$ cat config.mk
export PLATFORM = sky130hd
export DESIGN_NAME = imem_fetch_arbiter
export DESIGN_NICKNAME = d
export VERILOG_FILES = /design/src/rtl/imem_pkg.sv /design/src/rtl/imem_ilen_decode.sv /design/src/rtl/imem_fetch_arbiter.sv
export SDC_FILE = /design/constraint.sdc
export NUM_CORES = 1
export LEC_CHECK = 0
export CORE_UTILIZATION = 55
export DETAILED_ROUTE_END_ITERATION = 10
export PLACE_DENSITY = 0.83
export SYNTH_ARGS = -nofsm -noshare
export SYNTH_HDL_FRONTEND = slang
export SYNTH_SLANG_ARGS = --single-unit
$ cat constraint.sdc
create_clock -name clk -period 5.3 [get_ports clk]
set_input_delay 1.325 -clock clk [delete_from_list [all_inputs] [get_ports clk]]
set_output_delay 1.325 -clock clk [all_outputs]
set_load 0.02 [all_outputs]
$ cat src/rtl/imem_pkg.sv
// Purpose: shared Y86-64 icode constants, RAM geometry and fetch FSM state encoding.
// Latency: n/a (declarations only).
// Backpressure: n/a.
package imem_pkg;

    localparam int MEM_BYTES = 2048;
    localparam int ADDR_W    = $clog2(MEM_BYTES);

    localparam logic [3:0] HALT   = 4'h0;
    localparam logic [3:0] NOP    = 4'h1;
    localparam logic [3:0] RRMOVQ = 4'h2;
    localparam logic [3:0] IRMOVQ = 4'h3;
    localparam logic [3:0] RMMOVQ = 4'h4;
    localparam logic [3:0] MRMOVQ = 4'h5;
    localparam logic [3:0] OPQ    = 4'h6;
    localparam logic [3:0] JXX    = 4'h7;
    localparam logic [3:0] CALL   = 4'h8;
    localparam logic [3:0] RET    = 4'h9;
    localparam logic [3:0] PUSHQ  = 4'hA;
    localparam logic [3:0] POPQ   = 4'hB;

    typedef enum logic [2:0] {
        IDLE,
        ISSUE,
        STREAM,
        DONE,
        ERR
    } state_t;

endpackage

$ cat src/rtl/imem_ilen_decode.sv
// Purpose: map a Y86-64 icode to its instruction length in bytes (1..10).
// Latency: combinational.
// Backpressure: none.
// Ports: icode (instruction byte [7:4]) in, len (byte count) out.
// Unassigned icodes C..F decode as length 1 so a fetch of garbage still terminates.
module imem_ilen_decode
    import imem_pkg::*;
(
    input  logic [3:0] icode,
    output logic [3:0] len
);

    always_comb begin
        len = 4'd1;
        case (icode)
            HALT, NOP, RET:               len = 4'd1;
            RRMOVQ, OPQ, PUSHQ, POPQ:     len = 4'd2;
            IRMOVQ, RMMOVQ, MRMOVQ:       len = 4'd10;
            JXX, CALL:                    len = 4'd9;
            default:                      len = 4'd1;
        endcase
    end

endmodule

$ cat src/rtl/imem_fetch_arbiter.sv
// Purpose: sequence a byte-wide sync-read instruction RAM for Y86-64 fetch bursts, shared with a loader write port.
// Latency: fetch_valid L+2 cycles after accept (L = instruction length), 1 cycle for an out-of-range pc; loader write 1 cycle.
// Backpressure: fetch_ready/ld_ready only in IDLE; a burst is atomic, loader waits until it ends.
//
// Ports: clk, rst_n (async, active-low); fetch_req/fetch_pc/fetch_ready accept a fetch;
// fetch_valid pulses with Byte0, Byte19 (bytes pc+1..pc+9, zero-padded) and imem_error;
// ld_valid/ld_addr/ld_data/ld_ready form the loader write port; mem_* drive the RAM.
// Build option: define IMEM_RR_ARB_EN for round-robin loader/fetch arbitration
// (default is fixed loader priority, which may starve fetch).
module imem_fetch_arbiter #(
    parameter int MEM_BYTES = imem_pkg::MEM_BYTES,
    parameter int ADDR_W    = imem_pkg::ADDR_W
) (
    input  logic              clk,
    input  logic              rst_n,
    input  logic              fetch_req,
    input  logic [63:0]       fetch_pc,
    output logic              fetch_ready,
    output logic              fetch_valid,
    output logic [7:0]        Byte0,
    output logic [71:0]       Byte19,
    output logic              imem_error,
    input  logic              ld_valid,
    input  logic [ADDR_W-1:0] ld_addr,
    input  logic [7:0]        ld_data,
    output logic              ld_ready,
    output logic              mem_en,
    output logic              mem_we,
    output logic [ADDR_W-1:0] mem_addr,
    output logic [7:0]        mem_wdata,
    input  logic [7:0]        mem_rdata
);
    import imem_pkg::*;

    // Extra headroom so pc + 15 never wraps while checking the RAM bound.
    localparam int                EXT_W  = ADDR_W + 4;
    localparam logic [EXT_W-1:0]  LAST   = EXT_W'(MEM_BYTES - 1);
    localparam logic [63:0]       LAST64 = 64'(MEM_BYTES - 1);

    state_t            state;
    logic [ADDR_W-1:0] pc_q;
    logic [3:0]        idx_q;      // index of the byte currently on mem_rdata
    logic [3:0]        len_q;
    logic [7:0]        b0_stg;
    logic [71:0]       b19_stg;

    logic              loader_wins;
    logic [3:0]        dec_len;
    logic [3:0]        cur_len;
    logic [EXT_W-1:0]  pc_ext;
    logic [EXT_W-1:0]  cur_addr;
    logic [EXT_W-1:0]  nxt_addr;
    logic [EXT_W-1:0]  end_addr;
    logic [7:0]        cur_byte;
    logic              issue_nxt;
    logic              last_byte;
    logic              err_range;
    logic [7:0]        b0_nxt;
    logic [71:0]       b19_nxt;

`ifdef IMEM_RR_ARB_EN
    logic last_grant;   // 1: loader was granted last, 0: fetch
    assign loader_wins = ld_valid && (!fetch_req || !last_grant);
`else
    assign loader_wins = ld_valid;
`endif

    assign fetch_ready = (state == IDLE) && !loader_wins;
    assign ld_ready    = (state == IDLE) && ld_valid && loader_wins;

    imem_ilen_decode u_ilen (
        .icode (mem_rdata[7:4]),
        .len   (dec_len)
    );

    // Byte 0 arrives together with its own length; later bytes use the latched one.
    assign cur_len   = (idx_q == 4'd0) ? dec_len : len_q;
    assign pc_ext    = EXT_W'(pc_q);
    assign cur_addr  = pc_ext + EXT_W'(idx_q);
    assign nxt_addr  = cur_addr + EXT_W'(2);
    assign end_addr  = pc_ext + EXT_W'(cur_len) - EXT_W'(1);
    // Bytes past the end of RAM were never read; force them to zero.
    assign cur_byte  = (cur_addr <= LAST) ? mem_rdata : 8'h00;
    assign issue_nxt = ((5'(idx_q) + 5'd2) < 5'(cur_len)) && (nxt_addr <= LAST);
    assign last_byte = (idx_q == (cur_len - 4'd1));
    assign err_range = (end_addr > LAST);

    always_comb begin
        b0_nxt  = b0_stg;
        b19_nxt = b19_stg;
        if (idx_q == 4'd0) begin
            b0_nxt = cur_byte;
        end
        for (int k = 1; k < 10; k++) begin
            if (idx_q == 4'(k)) begin
                b19_nxt[(k-1)*8 +: 8] = cur_byte;
            end
        end
    end

    always_ff @(posedge clk or negedge rst_n) begin
        if (!rst_n) begin
            state       <= IDLE;
            pc_q        <= '0;
            idx_q       <= '0;
            len_q       <= '0;
            b0_stg      <= '0;
            b19_stg     <= '0;
            fetch_valid <= 1'b0;
            Byte0       <= '0;
            Byte19      <= '0;
            imem_error  <= 1'b0;
            mem_en      <= 1'b0;
            mem_we      <= 1'b0;
            mem_addr    <= '0;
            mem_wdata   <= '0;
`ifdef IMEM_RR_ARB_EN
            last_grant  <= 1'b0;
`endif
        end else begin
            mem_en      <= 1'b0;
            mem_we      <= 1'b0;
            fetch_valid <= 1'b0;
            case (state)
                IDLE: begin
                    if (ld_ready) begin
                        mem_en    <= 1'b1;
                        mem_we    <= 1'b1;
                        mem_addr  <= ld_addr;
                        mem_wdata <= ld_data;
`ifdef IMEM_RR_ARB_EN
                        last_grant <= 1'b1;
`endif
                    end else if (fetch_req && fetch_ready) begin
`ifdef IMEM_RR_ARB_EN
                        last_grant <= 1'b0;
`endif
                        if (fetch_pc > LAST64) begin
                            state       <= ERR;
                            fetch_valid <= 1'b1;
                            imem_error  <= 1'b1;
                            Byte0       <= '0;
                            Byte19      <= '0;
                        end else begin
                            state    <= ISSUE;
                            pc_q     <= fetch_pc[ADDR_W-1:0];
                            idx_q    <= '0;
                            b0_stg   <= '0;
                            b19_stg  <= '0;
                            mem_en   <= 1'b1;
                            mem_addr <= fetch_pc[ADDR_W-1:0];
                        end
                    end
                end
                ISSUE: begin
                    // Byte 1 goes out before the length is known.
                    state <= STREAM;
                    if ((pc_ext + EXT_W'(1)) <= LAST) begin
                        mem_en   <= 1'b1;
                        mem_addr <= pc_q + ADDR_W'(1);
                    end
                end
                STREAM: begin
                    b0_stg  <= b0_nxt;
                    b19_stg <= b19_nxt;
                    if (idx_q == 4'd0) begin
                        len_q <= dec_len;
                    end
                    if (last_byte) begin
                        state       <= DONE;
                        fetch_valid <= 1'b1;
                        Byte0       <= b0_nxt;
                        Byte19      <= b19_nxt;
                        imem_error  <= err_range;
                    end else begin
                        idx_q <= idx_q + 4'd1;
                        if (issue_nxt) begin
                            mem_en   <= 1'b1;
                            mem_addr <= nxt_addr[ADDR_W-1:0];
                        end
                    end
                end
                DONE:    state <= IDLE;
                ERR:     state <= IDLE;
                default: state <= IDLE;
            endcase
        end
    end

endmodule

=== Word level (Yosys, flattened, before mapping) ===
Memory sizes are Yosys's and may differ from the RTL's.
Cells that the tools add are included.

* Bits in registers: 205
* ROM bits: 48
* Input port bits: 95
* Output and inout port bits: 105
* Logic and storage cells: 137
* Memories: 1

{| class="wikitable"
|+ Memory list
! memory !! depth !! bits a word !! rd ports !! clocked after memory_dff !! wr ports !! line !! RTL
|-
| (no name shown) || 16 || 3 || 1 || 0 || 0 || imem_ilen_decode.sv:15 || <nowiki>case (icode)</nowiki>
|}

* Add/subtract/negate cells: 9
* Magnitude comparators: 6
* Equal/unequal tests: 22
* Muxes and demuxes: 66
* Bitwise operators: 2
* Reductions and logical operators: 17

{| class="wikitable"
|+ Operator list
! operator !! number
|-
| 2-to-1 mux 72 bit || 7
|-
| one-hot mux 72 bit (2 select lines) || 2
|-
| 2-to-1 mux 8 bit || 18
|-
| 2-to-1 mux 11 bit || 6
|-
| greater-than comparator 64 x 11 -> 1 bit (second input constant) || 1
|-
| one-hot mux 11 bit (3 select lines) || 1
|-
| one-hot mux 8 bit (2 select lines) || 2
|-
| adder 11 x 4 -> 12 bit || 2
|-
| <= comparator 12 x 11 -> 1 bit (second input constant) || 2
|-
| 2-to-1 mux 4 bit || 5
|-
| == test 4 x 3 -> 1 bit (second input constant) || 4
|-
| 2-to-1 mux 1 bit || 16
|-
| greater-than comparator 15 x 11 -> 1 bit (second input constant) || 1
|-
| adder 12 x 2 -> 13 bit (second input constant) || 1
|-
| <= comparator 13 x 11 -> 1 bit (second input constant) || 1
|-
| subtractor 12 x 1 -> 13 bit (second input constant) || 1
|-
| adder 11 x 1 -> 12 bit (second input constant) || 1
|-
| 2-to-1 mux 3 bit || 4
|-
| != test 2 bit (second input constant) || 6
|-
| adder 11 x 1 -> 11 bit (second input constant) || 1
|-
| AND reduction 5 bit || 2
|-
| one-hot mux 3 bit (3 select lines) || 1
|-
| == test 4 x 2 -> 1 bit (second input constant) || 2
|-
| == test 4 bit (second input constant) || 2
|-
| other kinds (25) || 33
|}

=== Depth between registers and ports, before layout ===
Gate-level depths: netlist of run 1.

* Word-level depth: 7
* Depth in mapped cells: 17
* Gate-level depth less buffers: 17

=== Modules after synthesis ===
A second synthesis of run 1 with hierarchy kept.

* Cell total of the unflattened synthesis: 1,075
* Area total of the unflattened synthesis: 10,752.8 sq um

{| class="wikitable"
|+ By module, submodules not included
! module !! times used !! cells each !! area an instance (sq um) !! sequential area each (sq um)
|-
| imem_fetch_arbiter || 1 || 1,066 || 10,694.0 || 5,129.9
|-
| imem_ilen_decode || 1 || 9 || 58.8 || 0.0
|}

=== Least setup slack after synthesis of run 1 ===
OpenSTA, ideal clock, no wires.

* Path type: input to register
* From: input port mem_rdata[4]
* To: register Byte0[0]
* Library setup time: 0.096 ns
* Data arrival time: 3.913 ns
* Data required time: 5.204 ns
* Slack: 1.291 ns
* Stages on the path: 15
* Buffers on the path: 2
* Path through: a21oi_1 -> mux2i_1 -> nor2_1 -> or2_2 -> ha_1 -> xor2_1 -> and2_1 -> o2111a_1 -> a31oi_2 -> nor2_1 -> nor2_1 -> clkbuf_1 -> buf_2 -> nand2_1 -> o31ai_1

* Word-level cells in the longest chain between the ends: 6

{| class="wikitable"
|+ RTL lines
! element !! line !! RTL
|-
| from (decl) || imem_fetch_arbiter.sv:31 || <nowiki>input logic [7:0] mem_rdata</nowiki>
|-
| memory read (16 x 3 bit) || - ||
|-
| 2-to-1 mux 4 bit || - ||
|-
| subtractor 4 x 1 -> 4 bit || imem_fetch_arbiter.sv:85 || <nowiki>assign last_byte = (idx_q == (cur_len - 4'd1));</nowiki>
|-
| == test 4 bit || imem_fetch_arbiter.sv:85 ||
|-
| != test 2 bit (no source line) || - ||
|-
| AND reduction 5 bit (no source line) || - ||
|-
| to (signal assigned) || imem_fetch_arbiter.sv:172 || <nowiki>Byte0 <= b0_nxt;</nowiki>
|-
| to (decl) || imem_fetch_arbiter.sv:20 || <nowiki>output logic [7:0] Byte0,</nowiki>
|}

No other way between the ends.
A chain may end at the register's enable or synchronous reset.

=== Worst setup path after layout of run 1 ===
* From: input port mem_rdata[5]
* To: register Byte19[69]

* Word-level cells in the longest chain between the ends: 6
* Elaborated cells on any way between the ends: 10
* Classes of those cells: add/sub: 1; eq/ne: 2; mux: 5; reduce/logical: 1; memory: 1

{| class="wikitable"
|+ RTL lines
! element !! line !! RTL
|-
| memory read (16 x 3 bit) || - ||
|-
| 2-to-1 mux 4 bit || - ||
|-
| subtractor 4 x 1 -> 4 bit || imem_fetch_arbiter.sv:85 ||
|-
| == test 4 bit || imem_fetch_arbiter.sv:85 ||
|-
| != test 2 bit (no source line) || - ||
|-
| AND reduction 5 bit (no source line) || - ||
|-
| to (signal assigned) || imem_fetch_arbiter.sv:173 || <nowiki>Byte19 <= b19_nxt;</nowiki>
|-
| to (decl) || imem_fetch_arbiter.sv:21 || <nowiki>output logic [71:0] Byte19,</nowiki>
|}

Parallel ways exist; a longest one is shown, timed or not. The select of a mux whose other input is x is not followed.

==> summary.txt, run 1 <==
STA
  – Final setup vio count: 0
  – Max_slew headroom: 0.341
  – Max-slew violations: 0
  – Fin. Hold Viols: 0
  – Peak Freq: 219 MHz
  – Slew @ Worst Pin: slightly below 1 ns
  – Clock skew: roughly 0.018 ns
  – Minimum clock period: 4.56 ns
  – Setup TNS Final: 0 ns
  – RSZ-0062 raised after global routing: false
  – Tcrit/Tclk final: 0.860

Global routing
  – First-pass GRT wire length: slightly below 50000 microns
  – Vias in the first global route: between 9000 and 10000
  – Congestion Overflow GR: 0
  – Total Routing Usage GR: 0.312
  – Antenna violations before repair: 0
  – Largest net degree at the start of global routing: 125

Critical path
  – Crit path max fanout: between 100 and 150
  – Kind of critical path: in -> reg
  – Crit path launch type: input pin
  – Reg2reg setup slack: roughly 1.1 ns
  – Data required time of the worst path: approximately 5.7 ns
  – Critical path endpoint category: register
  – CP Data Arrival Time: between 4 and 5 ns

Clocking
  – # Post-CTS Setup Buffers: 0
  – Clk_lat worst skew: 0.51 ns
  – TritonCTS Buffers: 22
  – CTS resizes: 0
  – Clk slew on worst S/H paths: roughly 0.06 ns
  – Longest Clk Path Bufs: 3
  – CTS tree: done
  – H-tree lvl count: 1
  – Clk root buf: clkbuf_16
  – Clk sinks: 205
  – Hold_buf cts: 0

Worst hold path
  – Hold Crit Class: reg -> reg

Pwr
  – Power Dens Cells: approximately 250 nW/um^2
  – Sw Ratio: 0.237
  – Combinational Power Share: 0.099
  – VDD IR max: roughly 0.23 mV
  – Switching power: roughly 0.83 mW
  – Leakage: approximately 6.0 nW
  – Clk pwr share: 0.444
  – Power Internal: about 2.7 mW
  – Reg power frac: 0.457

Floorplan
  – Die area: just over 20000 sq um
  – Die width: 143 microns
  – FP Rows: ~50
  – Core footprint: 19400 sq um
  – Starting density of the core: 0.561
  – Die Span Y: ~140 microns
  – I/O pin cnt: 200

Detailed routing
  – Vias per cell: about 6.1
  – WL final: 31100 microns
  – Routed Antenna Nets: 0
  – DR pass1 iterations: 6
  – First DRT Iteration DRCs: between 1000 and 1500
  – # DRC: 0
  – Vias post-DR: between 10000 and 15000
  – Wire per inst: around 19 microns

Cells and area
  – Nets: around 1500
  – Fin cells: around 1600
  – Layout cells sized above 1: 0.0550
  – Synth-to-Final Area Change: 26.9%
  – Diode count: 0

Synthesis
  – Synth Area per Inst: around 9.1 sq um
  – Synth top area share: 0.471
  – Mapped Nets: 1333
  – Ys flop type: dfrtp_1
  – Netlist Area Pre-Place: 10900 sq um
  – Post-synth EDFFs: 0
  – Yosys cell types: between 60 and 70
  – Post-Synthesis Cells: 1197
  – Top post-synthesis cells by area: dfrtp_1, nand2_1, o31ai_1
  – Yosys warning count: 0
  – Ys async rst share: 1.00
  – Cell taking the most area after synthesis: dfrtp_1
  – Register area share after synthesis: 0.471
  – Synth Register Bits: ~200

Run status
  – Outcome: finished, final reports clean

Placement
  – RD Place Congestion: approximately 0.95
  – Port Buf Inserts: 199
  – DP HPWL: ~21000 microns
  – Placed cell count: approximately 1600

Flow run
  – Max Cap Viol: 0
per-stage QoR:
stage / setup slack [ns] / cell area (sq um) / power, mW / hold WS (ns) / utilization
floorplan: 1.29 / 10900 / 1.77 / 0.449 / -
global placement: 0.465 / 13100 / 1.97 / 0.461 / 0.674
detailed placement: 0.279 / 13100 / 1.98 / 0.467 / 0.674
CTS: 0.807 / 13800 / 3.52 / 0.481 / 0.712
global route: 0.478 / 13800 / 3.62 / 0.496 / 0.712
finish: 0.743 / 13800 / 3.50 / 0.473 / 0.712
worst max-delay path: stages:
cell and delay, ns:
clkdlybuf4s50_1 0.59, a21oi_1 0.10, mux2i_1 0.23, nor2_1 0.10, or2_2 0.34, ha_1 0.22
xor2_1 0.16, and2_1 0.18, o2111a_1 0.24, a31oi_2 0.29, buf_4 0.21, nor2_1 0.11
nor2_4 0.18, buf_12 0.35, nand2_1 0.15, o31ai_1 0.10
synth_stat cells, drive strengths merged (3+ instances only):
cell type  count
nand2        225
dfrtp        205
o21ai        122
o31ai         86
nor2          84
a21oi         70
clkbuf        43
ha            39
inv           39
mux2i         38
nand3         24
xnor2         24
buf           20
and2          19
nor4          18
nor3          15
a211oi        11
and3          11
a21o           9
mux2           9
nand4          9
o22ai          8
nor2b          7
xor2           7
a31oi          6
o41ai          5
a22o           4
nand2b         4
or3            4
a221oi         3
o2111a         3
o211a          3
o21a           3
kinds of logic (layout without fill, tap and decap cells):
group,after synthesis,count (layout),share of synthesized area
multiplexers,47,47,0.0443
buffers and inverters,102,287,0.0376
XOR/XNOR,31,31,0.0256
AND/OR/NAND/NOR,425,425,0.172
AO/OA/AOI/OAI,346,346,0.201
flip-flops,205,205,0.471
adder cells (fa/ha/maj),41,41,0.0485
path summary, 6_finish.rpt:
| check | startpoint | endpoint | cells past startpoint |
|---|---|---|---|
| worst max-delay path | mem_rdata[5] | Byte19[69] | 16 |
| worst min-delay path | Byte19[34] | Byte19[34] | 2 |
| worst max register to register | idx_q[1] | Byte19[69] | 17 |
| worst min register to register | Byte19[34] | Byte19[34] | 2 |
| max in group asynchronous | rst_n | Byte19[1] | 2 |
| min in group asynchronous | rst_n | Byte19[60] | 1 |
cell usage in the layout, fill, tap and decap left out, types with 15 or more instances in the layout:
cell / Yosys / routed
mux2i_1: 38 / 38
dfrtp_1: 205 / 205
nand3_1: 24 / 24
xnor2_1: 23 / 23
clkbuf_16: 0 / 22
ha_1: 39 / 39
clkdlybuf4s50_1: 0 / 198
nor4_1: 18 / 18
o21ai_0: 110 / 110
and2_1: 15 / 15
inv_1: 39 / 39
nand2_1: 225 / 224
a21oi_1: 70 / 70
nor2_1: 84 / 83
o31ai_1: 84 / 84
cell type report:
cell class | instances | area [sq um]
multi-input cells | 890 | 5360
well taps | 265 | 332
repair buffers | 211 | 2110
clock buffers | 31 | 634
clock inverters | 6 | 95.1
inverters | 39 | 146
fillers | 1467 | 5590
flip-flops and latches | 205 | 5130
power groups by stage:
stage	Clock, mW	Combinational, mW	Sequential [mW]
after detailed placement	0	0.347	1.63
after global placement	0	0.341	1.63
after global routing	1.64	0.375	1.60
final	1.55	0.348	1.60
after CTS	1.57	0.348	1.60
after floorplan	0	0.118	1.66
metal layers:
metal	wire length [microns]	GRT usage
met1	12300	0.408
met2	14900	0.507
met3	2840	0.0664
met4	1020	0.121
met5	0	0
registers in the layout (all words and copies together) (netlist names):
signal and cells:
mem_we 1, len_q 4, mem_wdata 8, Byte19 72, fetch_valid 1, Byte0 8, imem_error 1, mem_addr 11
pc_q 11, mem_en 1, state 3, idx_q 4, b19_stg 72, b0_stg 8
Note: power is estimated with default switching activity, not from simulation.
==> run 2, diff against run 1 <==
- CORE_MARGIN: default -> 4
==> summary.txt, run 2 (same netlist as run 1, synthesis figures left out) <==
Clocking
  – Clk slew on worst S/H paths: 0.06 ns (about the same)
  – Longest Clk Path Bufs: 3 (unchanged)
  – CTS resizes: 0 (unchanged)
  – Hold_buf cts: 0 (unchanged)
  – Clk root buf: clkbuf_16
  – # Post-CTS Setup Buffers: 0 (unchanged)
  – Clk sinks: 205 (unchanged)
  – TritonCTS Buffers: 22 (unchanged)
  – H-tree lvl count: 1 (unchanged)
  – CTS tree: done
  – Clk_lat worst skew: 0.51 ns (about the same)

Detailed routing
  – Wire per inst: 19.0 microns (+0.85%)
  – DR pass1 iterations: 6 (unchanged)
  – Vias post-DR: 9845 (-1.6%)
  – Routed Antenna Nets: 0 (unchanged)
  – First DRT Iteration DRCs: 872 (-15%)
  – WL final: 31400 microns (+0.98%)
  – # DRC: 0 (unchanged)
  – Vias per cell: 5.97 (-1.8%)

Critical path
  – Critical path endpoint category: register
  – R2R depth: 14 (-3)
  – Crit path launch type: input pin
  – CP Data Arrival Time: 4.86 ns (-0.11 ns)
  – Data required time of the worst path: 5.71 ns (about the same)
  – Crit path max fanout: 6 (-94%)
  – Kind of critical path: in -> reg

STA
  – Max-slew violations: 0 (unchanged)
  – Tcrit/Tclk final: 0.840 (-0.0199)
  – Slew @ Worst Pin: 1.05 ns (+0.0592 ns)
  – Max_slew headroom: 0.302 (-0.0395)
  – Clock skew: 0.00903 ns (-0.00923 ns)
  – Setup TNS Final: 0 ns (unchanged)
  – Fin. Hold Viols: 0 (unchanged)
  – RSZ-0062 raised after global routing: false
  – Peak Freq: 225 MHz (+2.4%)
  – Final hold slack: 0.472 ns (-0.000433 ns)
  – Minimum clock period: 4.45 ns (-0.105 ns)
  – Final setup vio count: 0 (unchanged)

Global routing
  – First-pass GRT wire length: 49700 microns (about the same)
  – Antenna violations before repair: 0 (unchanged)
  – Vias in the first global route: 9485 (-1.8%)
  – Congestion Overflow GR: 0 (unchanged)
  – Total Routing Usage GR: 0.279 (-0.0328)
  – Largest net degree at the start of global routing: 132 (+5.6%)

Cells and area
  – Largest registers: Byte19 (72), b19_stg (72)
  – Filler cells: 1503 (+2.5%)
  – Layout cells sized above 1: 0.0564 (+0.00137)
  – Synth-to-Final Area Change: 26.7%
  – Final instance area: 13800 sq um (-0.14%)
  – Sequential Area: 5130 sq um (unchanged)
  – Nets: 1504 (-0.066%)
  – Most common cell after layout, fill and taps aside: nand2_1
  – Commonest cells after routing, fill and taps aside: nand2_1, dfrtp_1, clkdlybuf4s50_1
  – Area of the multi-input gates: 5360 sq um (unchanged)
  – Diode count: 0 (unchanged)
  – Fin cells: 1649 (+0.12%)

Floorplan
  – FP Rows: 51 (unchanged)
  – Core footprint: 19500 sq um (+0.33%)
  – Die area: 22100 sq um (+8.6%)
  – I/O pin cnt: 200 (unchanged)
  – Die Span Y: 149 microns (+4.2%)
  – Starting density of the core: 0.559 (-0.00184)
  – Die width: 149 microns (+4.2%)

Placement
  – RD Place Congestion: 0.929 (-1.9%)
  – Port Buf Inserts: 199 (unchanged)
  – Placed cell count: 1609 (-0.062%)
  – Cell area after placement: 13100 sq um (about the same)
  – DP HPWL: 21900 microns (+2.2%)

Pwr
  – Power Total: 3.44 mW (-1.9%)
  – VDD IR max: 0.217 mV (-7.0%)
  – Leakage: 6.00 nW (-0.14%)
  – Power Dens Cells: 249 nW/um^2 (-1.8%)

Worst hold path
  – Hold path cells: 2 (unchanged)
  – Hold Crit Class: reg -> reg

Flow run
  – Max Cap Viol: 0 (unchanged)

Run status
  – Outcome: finished, final reports clean
-- run 2: path summary, 6_finish.rpt --
| check | startpoint | to | slack, ns |
|---|---|---|---|
| max in group asynchronous | rst_n | mem_wdata[1] | 3.42 |
| min in group asynchronous | rst_n | Byte19[59] | 0.98 |
| hold / removal | Byte19[31] | Byte19[31] | 0.47 |
| setup reg to reg | idx_q[1] | mem_addr[9] | 0.87 |
| setup / recovery | mem_rdata[5] | mem_addr[9] | 0.85 |
| hold reg to reg | Byte19[31] | Byte19[31] | 0.47 |
-- run 2: layout make-up --
cell class | instances | area share
multi-input combinational | 890 | 0.389
sequential | 205 | 0.372
clock inverter | 8 | 0.00417
inverter | 39 | 0.0106
timing repair buffer | 210 | 0.153
clock buffer | 32 | 0.0470
tap | 265 | 0.0240
-- run 2: per-stage QoR --
step,setup slack (ns),util
5_1_grt,0.467,0.708
2_1_floorplan,1.29,-
4_1_cts,0.870,0.708
6_report,0.849,0.708
3_3_place_gp,0.441,0.672
3_5_place_dp,0.370,0.672
-- run 2: routing by layer --
| layer | wire (microns) | vias up | track usage |
|---|---|---|---|
| met5 | 0 | - | 0 |
| met4 | 785 | 0 | 0.0868 |
| met3 | 2980 | 66 | 0.0628 |
| met2 | 14900 | 461 | 0.448 |
| met1 | 12700 | 4733 | 0.380 |
| li1 | - | 4585 | - |
-- run 2: worst max-delay path, stage by stage --
cell             delay, ns
clkdlybuf4s50_1       0.56
a21oi_1               0.09
mux2i_1               0.23
nor2_1                0.11
or2_2                 0.36
ha_1                  0.22
xor2_1                0.16
and2_1                0.18
o2111a_1              0.25
a31oi_2               0.32
nor3b_2               0.36
nand2_1               0.19
a22o_1                0.24
a211oi_1              0.24
-- run 2: where the power goes --
part,switching [mW],internal (mW)
Clock,0.634,0.853
Combinational,0.194,0.155
Sequential,0.0150,1.59
